<file path="src/rtl/mem_port_arbiter.sv">
// Round-robin arbiter sharing one main-memory port between I- and D-caches.
// Keeps a write-back's grant for its refill read; a watchdog aborts stuck transactions.
module mem_port_arbiter #(
    parameter int ADDR_W  = 32,
    parameter int DATA_W  = 32,
    parameter int TIMEOUT = 255
) (
    input  logic              clk,
    input  logic              rst_b,
    input  logic              i_rd,
    input  logic              i_wr,
    input  logic [ADDR_W-1:0] i_addr,
    input  logic [DATA_W-1:0] i_wdata,
    output logic [DATA_W-1:0] i_rdata,
    output logic              i_rdy,
    input  logic              d_rd,
    input  logic              d_wr,
    input  logic [ADDR_W-1:0] d_addr,
    input  logic [DATA_W-1:0] d_wdata,
    output logic [DATA_W-1:0] d_rdata,
    output logic              d_rdy,
    output logic              err,
    output logic              mem_rd,
    output logic              mem_wr,
    output logic [ADDR_W-1:0] mem_addr,
    output logic [DATA_W-1:0] mem_wdata,
    input  logic [DATA_W-1:0] mem_rdata,
    input  logic              mem_rdy
);

    localparam int CW = $clog2(TIMEOUT);

    typedef enum logic [1:0] {
        S_IDLE,
        S_BUSY,
        S_REL
    } state_t;

    state_t            r_state;
    state_t            w_next;
    logic              r_last_d;
    logic              r_own_d;
    logic              r_op_wr;
    logic [CW-1:0]     r_cnt;
    logic [ADDR_W-1:0] r_addr;
    logic [DATA_W-1:0] r_wdata;
    logic [DATA_W-1:0] r_i_rdata;
    logic [DATA_W-1:0] r_d_rdata;
    logic              r_i_rdy;
    logic              r_d_rdy;
    logic              r_err;
    logic              r_mem_rd;
    logic              r_mem_wr;

    logic              w_i_req;
    logic              w_d_req;
    logic              w_own_rd;
    logic              w_tmo;
    logic              w_end;
    logic              w_grant;
    logic              w_gnt_d;
    logic              w_sel_wr;
    logic [ADDR_W-1:0] w_sel_addr;
    logic [DATA_W-1:0] w_sel_wdata;

    assign i_rdata   = r_i_rdata;
    assign d_rdata   = r_d_rdata;
    assign i_rdy     = r_i_rdy;
    assign d_rdy     = r_d_rdy;
    assign err       = r_err;
    assign mem_rd    = r_mem_rd;
    assign mem_wr    = r_mem_wr;
    assign mem_addr  = r_addr;
    assign mem_wdata = r_wdata;

    assign w_i_req     = i_rd | i_wr;
    assign w_d_req     = d_rd | d_wr;
    assign w_own_rd    = r_own_d ? (d_rd & ~d_wr) : (i_rd & ~i_wr);
    assign w_tmo       = (r_cnt == CW'(TIMEOUT - 1));
    assign w_end       = mem_rdy | w_tmo;
    assign w_sel_wr    = w_gnt_d ? d_wr : i_wr;
    assign w_sel_addr  = w_gnt_d ? d_addr : i_addr;
    assign w_sel_wdata = w_gnt_d ? d_wdata : i_wdata;

    always_ff @(posedge clk) begin
        if (rst_b) begin
            r_state <= S_IDLE;
        end else begin
            r_state <= w_next;
        end
    end

    // r_err is high during RELEASE only after an abort, which vetoes the lock
    always_comb begin
        w_next  = r_state;
        w_grant = 1'b0;
        w_gnt_d = 1'b0;
        unique case (r_state)
            S_IDLE: begin
                if (w_i_req | w_d_req) begin
                    w_grant = 1'b1;
                    w_gnt_d = w_d_req & (~w_i_req | ~r_last_d);
                    w_next  = S_BUSY;
                end
            end
            S_BUSY: begin
                if (w_end) begin
                    w_next = S_REL;
                end
            end
            S_REL: begin
                if (r_op_wr & ~r_err & w_own_rd) begin
                    w_grant = 1'b1;
                    w_gnt_d = r_own_d;
                    w_next  = S_BUSY;
                end else begin
                    w_next = S_IDLE;
                end
            end
            default: w_next = S_IDLE;
        endcase
    end

    always_ff @(posedge clk) begin
        if (rst_b) begin
            r_last_d  <= 1'b0;
            r_own_d   <= 1'b0;
            r_op_wr   <= 1'b0;
            r_cnt     <= '0;
            r_addr    <= '0;
            r_wdata   <= '0;
            r_i_rdata <= '0;
            r_d_rdata <= '0;
            r_i_rdy   <= 1'b0;
            r_d_rdy   <= 1'b0;
            r_err     <= 1'b0;
            r_mem_rd  <= 1'b0;
            r_mem_wr  <= 1'b0;
        end else begin
            r_i_rdy <= 1'b0;
            r_d_rdy <= 1'b0;
            r_err   <= 1'b0;
            if (w_grant) begin
                r_last_d <= w_gnt_d;
                r_own_d  <= w_gnt_d;
                r_op_wr  <= w_sel_wr;
                r_addr   <= w_sel_addr;
                r_wdata  <= w_sel_wdata;
                r_mem_rd <= ~w_sel_wr;
                r_mem_wr <= w_sel_wr;
                r_cnt    <= '0;
            end else if (r_state == S_BUSY) begin
                r_cnt <= r_cnt + CW'(1);
                if (w_end) begin
                    r_mem_rd <= 1'b0;
                    r_mem_wr <= 1'b0;
                    r_err    <= ~mem_rdy;
                    if (r_own_d) begin
                        r_d_rdy <= 1'b1;
                    end else begin
                        r_i_rdy <= 1'b1;
                    end
                    if (mem_rdy & ~r_op_wr) begin
                        if (r_own_d) begin
                            r_d_rdata <= mem_rdata;
                        end else begin
                            r_i_rdata <= mem_rdata;
                        end
                    end
                end
            end
        end
    end

endmodule

</file>
<file path="config.mk">
export PLATFORM = sky130hd
export DESIGN_NAME = mem_port_arbiter
export DESIGN_NICKNAME = d
export VERILOG_FILES = /design/src/rtl/mem_port_arbiter.sv
export SDC_FILE = /design/constraint.sdc
export NUM_CORES = 1
export LEC_CHECK = 0
export ABC_AREA = 1
export CORE_MARGIN = 2
export CORE_UTILIZATION = 40
export DETAILED_ROUTE_END_ITERATION = 6
export HOLD_SLACK_MARGIN = 0.02
export PLACE_DENSITY = 0.78
export SLEW_MARGIN = 5
export SYNTH_ARGS = -nofsm -noshare
export SYNTH_HDL_FRONTEND = slang
export SYNTH_SLANG_ARGS = --single-unit
</file>
<file path="constraint.sdc">
create_clock -name clk -period 1.6 [get_ports clk]
set_input_delay 0.24 -clock clk [delete_from_list [all_inputs] [get_ports clk]]
set_output_delay 0.24 -clock clk [all_outputs]
set_load 0.005 [all_outputs]
</file>
# Yosys cells after proc, flatten, opt, wreduce, memory -nomap -nowiden
# Index checks and enable logic that the tools add are counted.
totals:
  in_bits: 167
  regBits: 145
  word_cells: 70
  output_inout_bits: 133
classes:
  n_reduce_logical: 9
  n_addsub: 1
  n_mux: 20
  n_eq_ne: 5
  bitwise_logic: 22
op_table:
  columns: ["cell", "count"]
  rows:
  - ["$mux 32", 2]
  - ["$mux 1", 13]
  - ["$not 1->1", 11]
  - ["$reduce_and 5->1", 2]
  - ["$add 8x1->8 const B", 1]
  - ["$eq 8x8->1 const B", 1]
  - ["$and 1x1->1", 6]
  - ["$pmux 2 s3", 1]
  - ["$or 1x1->1", 5]
  - ["$mux 2", 2]
  - ["$ne 2x2->1 const B", 2]
  - ["$pmux 1 s2", 2]
  - ["$reduce_and 2->1", 2]
  - ["$reduce_bool 2->1", 2]
  - ["$reduce_or 4->1", 1]
  - ["$eq 2x1->1 const B", 1]
  - ["$eq 2x2->1 const B", 1]
  - ["$logic_not 2->1", 1]
  - ["$reduce_or 2->1", 1]

# Logic depth before layout (Yosys ltp)
# Gate-level depths: netlist of the first run.
logic_depth:
  word_depth: 9
  ltp_mapped: 12
  depth_no_buf: 10

# Worst setup path before layout of the first run
# No wires, ideal clock.
synth_path:
  path_type: "reg-to-reg"
  from: "register r_own_d"
  to: "register r_wdata[0], in the netlist mem_wdata[0]"
  required_time_ps: 1483
  setup_time_ps: 117
  arrival_ps: 1263
  synth_period_minus_slack_ps: 1380
  stages_incl_launch_ff: 12
  setup_slack_ps: 220
  n_path_buf: 3
  path_cell_list: "dfxtp_1 > buf_6 > nor2_1 > nand2_1 > nand2_2 > nand3_4 > nand2_4 > inv_2 > buf_6 > buf_6 > nor2_1 > nor2_1"
synth_between:
  elab_chain_len: 6
  word_cells_on_any_way: 11
  cone_classes: "mux (7); bitwise (4)"
synth_lines:
  columns: ["item", "line", "rtl"]
  rows:
  - ["start: declaration", "42", "logic r_own_d;"]
  - ["start signal: assignment", "145", "r_own_d <= w_gnt_d;"]
  - ["$not 1->1 (no line)", null, null]
  - ["$or 1x1->1", null, null]
  - ["$and 1x1->1", null, null]
  - ["$mux 1", null, null]
  - ["$pmux 1 s2", "98", "unique case (r_state)"]
  - ["$mux 32", "83", "assign w_sel_wdata = w_gnt_d ? d_wdata : i_wdata;"]
  - ["end signal: assignment", "148", "r_wdata <= w_sel_wdata;"]
  - ["end: declaration", "46", "logic [DATA_W-1:0] r_wdata;"]
# Parallel ways exist; a longest one is shown, timed or not.
# A chain may end at the register's enable or synchronous reset.

# Worst setup path in the final report of the first run
layout_path:
  from: "register r_wdata[31], in the netlist mem_wdata[31]"
  to: "output mem_wdata[31]"
layout_rtl:
  columns: ["item", "line", "rtl"]
  rows:
  - ["end: declaration", "26", "output logic [DATA_W-1:0] mem_wdata,"]
# No word-level cell between the ends.

==> results of run 1 <==
## area by class of cell
type / count / area, µm² / share of cell area, %
clock buffers: 18 / 439 / 4.21
clock inverters: 14 / 224 / 2.15
repair buffers: 324 / 3320 / 31.9
inverters: 81 / 308 / 2.95
well taps: 216 / 270 / 2.59
multi-input cells: 722 / 2970 / 28.4
flip-flops and latches: 145 / 2910 / 27.8
## how the worst max path moves through the flow
| stage | start | endpoint | cells after the start |
|---|---|---|---|
| 5_1_grt | r_state[0]$_SDFFE_PP0P_ | mem_wdata[15]$_SDFFE_PP0P_ | 11 |
| 3_5_place_dp | d_wr | mem_addr[14]$_SDFFE_PP0P_ | 11 |
| 2_1_floorplan | r_own_d$_SDFFE_PP0P_ | mem_wdata[0]$_SDFFE_PP0P_ | 11 |
| 4_1_cts | mem_addr[5]$_SDFFE_PP0P_ | mem_addr[5] | 1 |
| 3_3_place_gp | d_wr | mem_addr[14]$_SDFFE_PP0P_ | 10 |
| 6_report | mem_wdata[31]$_SDFFE_PP0P_ | mem_wdata[31] | 1 |
## sequential cells by signal, indices dropped and copies added (netlist names), 2 cells and up
register and flops:
d_rdata 32, i_rdata 32, mem_addr 32, mem_wdata 32
r_cnt 8, r_state 2
## layout by cell type (no fill, tap or decap), drive strengths merged
cell             n
nand2          349
clkdlybuf4s50  298
nor2           276
dfxtp          145
inv             85
o21ai           65
buf             25
clkbuf          18
nand3           11
a21oi            7
bufinv           5
clkinv           5
nand4            3
xor2             2
nor3b            2
ha               2
nor3             2
nand3b           1
xnor2            1
or2              1
dlymetal6s2s     1
## through the flow
step | cells | cell area, µm² | total power, µW
6_report | 1520 | 10400 | 10900
5_1_grt | 1520 | 10400 | 11400
4_1_cts | 1520 | 10400 | 11000
3_5_place_dp | 1488 | 9740 | 6520
3_3_place_gp | 1488 | 9740 | 6490
2_1_floorplan | 1003 | 6510 | 5230
## power breakdown
group / total (µW) / switching (µW) / internal (µW)
Sequential: 4070 / 158 / 3910
Clock: 4450 / 1610 / 2840
Combinational: 2390 / 1100 / 1290
## cells by family (layout without fill, tap and decap cells)
group	after synthesis	count (layout)	synth area share, %
fa+ha+maj	2	2	0.385
flops	145	145	44.6
compound gates	72	72	5.60
xor+xnor	3	3	0.404
simple gates	645	645	39.1
buf+inv	136	437	9.92
## routing by layer
| layer | GRT usage [%] | up-vias | part of all wire (%) | wire length (µm) |
|---|---|---|---|---|
| met5 | 0 | - | 0 | 0 |
| met4 | 8.57 | 0 | 2.4 | 463 |
| met3 | 7.10 | 30 | 7.2 | 1410 |
| met2 | 39.5 | 219 | 50 | 9790 |
| met1 | 25.1 | 2922 | 40 | 7920 |
| li1 | - | 3577 | - | - |
## repair_timing
item,in CTS,in global routing
resized for setup,2,8
setup endpoints to repair,7,51
cloned,0,0
==> results.sh, run 1 <==
export IMPL_status="finished, final reports clean"
export IMPL_n_fill_cell=1413
export IMPL_synth_nets=1172
export IMPL_antenna_found_initial=0
export IMPL_synth_most_common_cell="nand2_1"
export IMPL_wire_per_inst_um=12.9
export IMPL_power_density_nw_per_um2=1040
export IMPL_path_buf_inv=1
export IMPL_fin_crit_sh_pct=97.6
export IMPL_area_growth_pct=60.4
export IMPL_dieArea_um2=17300
export IMPL_slowest_stage="clkdlybuf4s50_1"
export IMPL_drv_cap=0
export IMPL_coreArea_um2=15900
export IMPL_cts_tree="built"
export IMPL_synth_ff_latch_count=145
export IMPL_finalWirelength_mm=19.6
export IMPL_vias_per_cell=4.44
export IMPL_gr_total_overflow=0
export IMPL_drtIter0Drc=317
export IMPL_io_buffers=299
export IMPL_max_stage_delay_ps=570
export IMPL_drc=0
export IMPL_grt_pass1_wl_mm=31.5
export IMPL_worstReg2RegStart="r_own_d$_SDFFE_PP0P_"
export IMPL_rr_worst_depth=8
export IMPL_post_place_ws_ps=-330
export IMPL_cts_clk_slew_worst_paths_ps=60
export IMPL_start_util_pct=41.0
export IMPL_startpoint_type="flip-flop"
export IMPL_utilization_pct=65.7
export IMPL_hold_violations=0
export IMPL_dpl_hpwl_mm=14.4
export IMPL_yosysTopAreaCell="dfxtp_1"
export IMPL_die_x_um=132
export IMPL_drv_slew=0
export IMPL_drtPass1Iterations=4
export IMPL_hold_ws_ps=408
export IMPL_syn_area_um2=6510
export IMPL_die_h_um=132
export IMPL_syn_mean_instance_area_um2=6.49
export IMPL_fin_skew_ps=6.21
export IMPL_grtUsageTotal_pct=22.4
export IMPL_setup_worst_path_class="reg -> out"
export IMPL_reg2reg_to="mem_addr[0]$_SDFFE_PP0P_"
export IMPL_path_cells="clkdlybuf4s50_1"
export IMPL_tns_ps=0
export IMPL_hold_depth=2
export IMPL_power_leakage_uw=0.00487
export IMPL_required_ps=1360
export IMPL_grt_pass1_vias=6518
export IMPL_synth_top_area_share_pct=44.6
export IMPL_ios=300
export IMPL_root_buffer="clkbuf_16"
export IMPL_cts_buffer_depth=2
export IMPL_clk_latency_ps=410
export IMPL_finalWorstSetupSlack_ps=38.1
export IMPL_path_max_fanout=2
export IMPL_synth_top_cells_by_count="nand2_1 (344), nor2_1 (275), dfxtp_1 (145)"
export IMPL_ys_types=30
export IMPL_antenna_cells=0
export IMPL_cts_buffers=17
export IMPL_ir_drop_uv=675
export IMPL_synth_area_leaders="dfxtp_1 (45%), nand2_1 (20%), nor2_1 (16%)"
export IMPL_min_path_type="in -> reg"
export IMPL_postCtsHoldBufs=0
export IMPL_holdCritStartpoint="mem_rdy"
export IMPL_synth_flop_cell="dfxtp_1"
export IMPL_cts_num_sinks=145
export IMPL_gp_congestion=0.843
export IMPL_ys_seq_area_share_pct=44.6
export IMPL_regToRegSetupSlack_ps=170
export IMPL_worst_pin_slew_ps=273
export IMPL_holdPathEnd="err$_SDFF_PP0_"
export IMPL_cts_setup_buffers=0
export IMPL_async_reset_ff_share_pct=0
export IMPL_h_tree_depth=4
export IMPL_syn_inst=1003
export IMPL_nets=1460
export IMPL_fmaxAchievable_mhz=640
export IMPL_critical_path_top_delay_family="buffers and inverters"
export IMPL_rsz0062_at_grt="no"
export IMPL_ant_nets=0
export IMPL_end_kind="output pin"
export IMPL_min_period_ps=1560
export IMPL_num_rows=46
export IMPL_drive_above_1_share_pct=6.06
export IMPL_grt_max_degree=63
export IMPL_synth_edff_count=0
export IMPL_vias=6748
export IMPL_critPathArrivalTime_ps=1320
export IMPL_relSlewSlack_pct=81.8
export IMPL_yosysWarnings=0
export IMPL_finalSetupViolations=0
Power figures use the tool's default switching activity.
==> run 2, diff against run 1 <==
--- a/config.mk
+++ b/config.mk
@@ -7,10 +7,11 @@
 export LEC_CHECK = 0
 export ABC_AREA = 1
 export CORE_MARGIN = 2
-export CORE_UTILIZATION = 40
+export CORE_UTILIZATION = 42
 export DETAILED_ROUTE_END_ITERATION = 6
 export HOLD_SLACK_MARGIN = 0.02
-export PLACE_DENSITY = 0.78
+export PLACE_DENSITY = 0.81
+export RECOVER_POWER = 100
 export SLEW_MARGIN = 5
 export SYNTH_ARGS = -nofsm -noshare
 export SYNTH_HDL_FRONTEND = slang
==> results.sh, run 2 (synthesis gave the netlist of run 1 again) <==
export IMPL_finalSetupViolations=0
export IMPL_cts_tree="built"
export IMPL_drv_cap=0
export IMPL_drc=0
export IMPL_h_tree_depth=4
export IMPL_grtUsageTotal_pct=23.6
export IMPL_drtIter0Drc=331
export IMPL_drtPass1Iterations=5
export IMPL_vias=6821
export IMPL_nets=1462
export IMPL_layoutNonFillerInstCount=1493
export IMPL_required_ps=1360
export IMPL_setup_worst_path_class="reg -> out"
export IMPL_die_h_um=128
export IMPL_cts_setup_buffers=0
export IMPL_drv_slew=0
export IMPL_finalWirelength_mm=19.6
export IMPL_ant_nets=0
export IMPL_gp_congestion=0.817
export IMPL_area_growth_pct=58.5
export IMPL_max_stage_delay_ps=550
export IMPL_root_buffer="clkbuf_16"
export IMPL_gr_total_overflow=0
export IMPL_clk_latency_ps=420
export IMPL_num_rows=45
export IMPL_layout_commonest_cell="nand2_1"
export IMPL_fin_skew_ps=7.56
export IMPL_postCtsHoldBufs=0
export IMPL_hold_violations=0
export IMPL_startpoint_type="flip-flop"
export IMPL_tns_ps=0
export IMPL_cts_clk_slew_worst_paths_ps=60
export IMPL_fin_crit_sh_pct=97.4
export IMPL_dpl_hpwl_mm=14.3
export IMPL_path_cells="clkdlybuf4s50_1"
export IMPL_antenna_cells=0
export IMPL_final_cell_mix="nand2_1 (344), clkdlybuf4s50_1 (297), nor2_1 (274)"
export IMPL_stdcell_area_um2=10300
export IMPL_path_buf_inv=1
export IMPL_wire_per_inst_um=13.1
export IMPL_cts_buffers=17
export IMPL_critPathArrivalTime_ps=1320
export IMPL_critical_path_top_delay_family="buffers and inverters"
export IMPL_utilization_pct=68.1
export IMPL_min_path_type="in -> reg"
export IMPL_ir_drop_uv=686
export IMPL_antenna_found_initial=0
export IMPL_post_dp_cell_area_um2=9730
export IMPL_dpl_cell_count=1462
export IMPL_grt_max_degree=54
export IMPL_grt_pass1_wl_mm=31.0
export IMPL_coreArea_um2=15100
export IMPL_vias_per_cell=4.57
export IMPL_power_leakage_uw=0.00480
export IMPL_worst_pin_slew_ps=268
export IMPL_die_x_um=128
export IMPL_power_density_nw_per_um2=1000
export IMPL_finalWorstSetupSlack_ps=41.5
export IMPL_path_max_fanout=2
export IMPL_slowest_stage="clkdlybuf4s50_1"
export IMPL_ios=300
export IMPL_cts_num_sinks=145
export IMPL_min_period_ps=1560
export IMPL_io_buffers=299
export IMPL_fmaxAchievable_mhz=642
export IMPL_ctsResizeCount=0
export IMPL_grt_pass1_vias=6608
export IMPL_dieArea_um2=16500
export IMPL_cts_buffer_depth=2
export IMPL_status="finished, final reports clean"
export IMPL_drive_above_1_share_pct=6.05
export IMPL_end_kind="output pin"
export IMPL_post_place_ws_ps=-275
export IMPL_start_util_pct=43.0
export IMPL_relSlewSlack_pct=82.1
-- run 2: layout make-up --
type / instances / area [µm²]
tap: 188 / 235
clock buffer: 18 / 439
fill: 1331 / 4840
timing repair buffer: 326 / 3330
sequential: 145 / 2910
multi-input combinational: 722 / 2960
inverter: 81 / 305
clock inverter: 13 / 136
-- run 2: per-layer routing --
layer / GRT usage (%) / wire length (µm) / vias to the layer above
li1: - / - / 3586
met1: 25.8 / 7750 / 2961
met2: 42.1 / 9660 / 234
met3: 7.53 / 1540 / 40
met4: 10.2 / 619 / 0
met5: 0 / 0 / -
-- run 2: worst paths after layout --
kind / startpoint / depth (start not counted) / slack [ps] / end
setup / recovery: mem_wdata[3]$_SDFFE_PP0P_ / 1 / 40 / mem_wdata[3]
hold / removal: mem_rdy / 2 / 420 / err$_SDFF_PP0_
setup reg to reg: r_state[1]$_SDFFE_PP0P_ / 7 / 150 / mem_wdata[6]$_SDFFE_PP0P_
hold reg to reg: mem_rd$_SDFFE_PP0P_ / 2 / 490 / mem_rd$_SDFFE_PP0P_
-- run 2: per-stage QoR --
stage                     hold slack (ps)  total power (µW)
final                                 421             10300
after global routing                  407             10900
after CTS                             403             10400
after detailed placement              488              6520
after global placement                468              6490
after floorplan                       302              5230
-- run 2: where the power goes --
part / leakage [µW] / switching, µW / total (µW) / internal, µW
logic: 0.00334 / 1100 / 2380 / 1290
registers: 0.00119 / 159 / 4070 / 3910
clock network: 0.000274 / 1560 / 3890 / 2330
==> run 3, diff against run 2 <==
--- a/config.mk
+++ b/config.mk
@@ -10,6 +10,7 @@
 export CORE_UTILIZATION = 42
 export DETAILED_ROUTE_END_ITERATION = 6
 export HOLD_SLACK_MARGIN = 0.02
+export MAX_ROUTING_LAYER = met4
 export PLACE_DENSITY = 0.81
 export RECOVER_POWER = 100
 export SLEW_MARGIN = 5
==> results.sh, run 3 (synthesis gave the netlist of run 1 again) <==
export IMPL_status="finished, final reports clean"
export IMPL_finalWirelength_mm=19.7
export IMPL_hold_depth=2
export IMPL_grt_max_degree=54
export IMPL_min_period_ps=1560
export IMPL_die_x_um=128
export IMPL_coreArea_um2=15100
export IMPL_path_max_fanout=2
export IMPL_wire_per_inst_um=13.2
export IMPL_cts_clk_slew_worst_paths_ps=60
export IMPL_vias=6885
export IMPL_dpl_cell_count=1462
export IMPL_cts_setup_buffers=0
export IMPL_ant_nets=0
export IMPL_postCtsHoldBufs=0
export IMPL_rr_worst_depth=7
export IMPL_startpoint_type="flip-flop"
export IMPL_gr_total_overflow=0
export IMPL_layoutNonFillerInstCount=1493
export IMPL_vias_per_cell=4.61
export IMPL_finalWorstSetupSlack_ps=38.2
export IMPL_power_density_nw_per_um2=1000
export IMPL_grtUsageTotal_pct=24.4
export IMPL_hold_violations=0
export IMPL_cts_buffer_depth=2
export IMPL_setup_worst_path_class="reg -> out"
export IMPL_max_stage_delay_ps=550
export IMPL_fin_skew_ps=6.32
export IMPL_io_buffers=299
export IMPL_relSlewSlack_pct=81.6
export IMPL_crit_cells=1
export IMPL_dpl_hpwl_mm=14.3
export IMPL_antenna_found_initial=0
export IMPL_finalSetupViolations=0
export IMPL_die_h_um=128
export IMPL_area_growth_pct=58.5
export IMPL_fmaxAchievable_mhz=640
export IMPL_root_buffer="clkbuf_16"
export IMPL_final_cell_mix="nand2_1 (344), clkdlybuf4s50_1 (297), nor2_1 (274)"
export IMPL_num_rows=45
export IMPL_start_util_pct=43.0
export IMPL_gp_congestion=0.829
export IMPL_slowest_stage="clkdlybuf4s50_1"
export IMPL_ctsResizeCount=0
export IMPL_drtPass1Iterations=5
export IMPL_dieArea_um2=16500
export IMPL_grt_pass1_wl_mm=31.0
export IMPL_post_dp_cell_area_um2=9730
export IMPL_critPathArrivalTime_ps=1320
export IMPL_end_kind="output pin"
export IMPL_drc=0
export IMPL_nets=1462
export IMPL_worst_pin_slew_ps=275
export IMPL_drv_slew=0
export IMPL_ir_drop_uv=693
export IMPL_power_leakage_uw=0.00480
export IMPL_total_power_uw=10400
export IMPL_post_place_ws_ps=-275
export IMPL_required_ps=1360
export IMPL_critical_path_top_delay_family="buffers and inverters"
export IMPL_cts_buffers=17
export IMPL_layout_commonest_cell="nand2_1"
export IMPL_antenna_cells=0
export IMPL_cts_tree="built"
export IMPL_drv_cap=0
export IMPL_grt_pass1_vias=6628
export IMPL_cts_num_sinks=145
export IMPL_drive_above_1_share_pct=6.05
export IMPL_fin_crit_sh_pct=97.6
export IMPL_path_buf_inv=1
export IMPL_path_cells="clkdlybuf4s50_1"
export IMPL_ios=300
export IMPL_min_path_type="in -> reg"
export IMPL_tns_ps=0
export IMPL_clk_latency_ps=410
export IMPL_stdcell_area_um2=10300
export IMPL_h_tree_depth=4
export IMPL_drtIter0Drc=317
run 3: power by group:
| part | total (µW) | internal (µW) | switching [µW] |
|---|---|---|---|
| clock | 3890 | 2330 | 1570 |
| sequential | 4070 | 3910 | 159 |
| combinational | 2390 | 1290 | 1100 |
run 3: final timing paths:
| kind | startpoint | endpoint | slack, ps |
|---|---|---|---|
| max | mem_wdata[3]$_SDFFE_PP0P_ | mem_wdata[3] | 40 |
| min | mem_rdy | err$_SDFF_PP0_ | 420 |
| max reg2reg | r_state[1]$_SDFFE_PP0P_ | mem_addr[22]$_SDFFE_PP0P_ | 120 |
| min reg2reg | mem_rd$_SDFFE_PP0P_ | mem_rd$_SDFFE_PP0P_ | 490 |
run 3: worst reg2reg max path, stage by stage (launching register included):
cell	delay, ps
dfxtp_1	360
inv_2	70
nor2_1	170
nand3_4	140
nand2_4	120
buf_4	290
o21ai_0	150
nor2_1	110
run 3: metal layers:
metal	vias to the layer above	global-route usage, %	routed length (µm)
li1	3585	-	-
met3	43	6.40	1470
met2	255	42.1	9650
met4	0	10.2	638
met5	-	-	0
met1	3002	26.5	7910
run 3: stage by stage:
stage | utilization (%) | hold slack [ps]
final | 68.1 | 418
after global routing | 68.1 | 407
after CTS | 68.1 | 403
after detailed placement | 64.3 | 488
after global placement | 64.3 | 468
after floorplan | - | 302
run 3: cell type report:
class / count / area, µm²
Clock inverter: 13 / 136
Fill cell: 1331 / 4840
Clock buffer: 18 / 439
Timing Repair Buffer: 326 / 3330
Multi-Input combinational cell: 722 / 2960
Sequential cell: 145 / 2910
Tap cell: 188 / 235
Inverter: 81 / 305
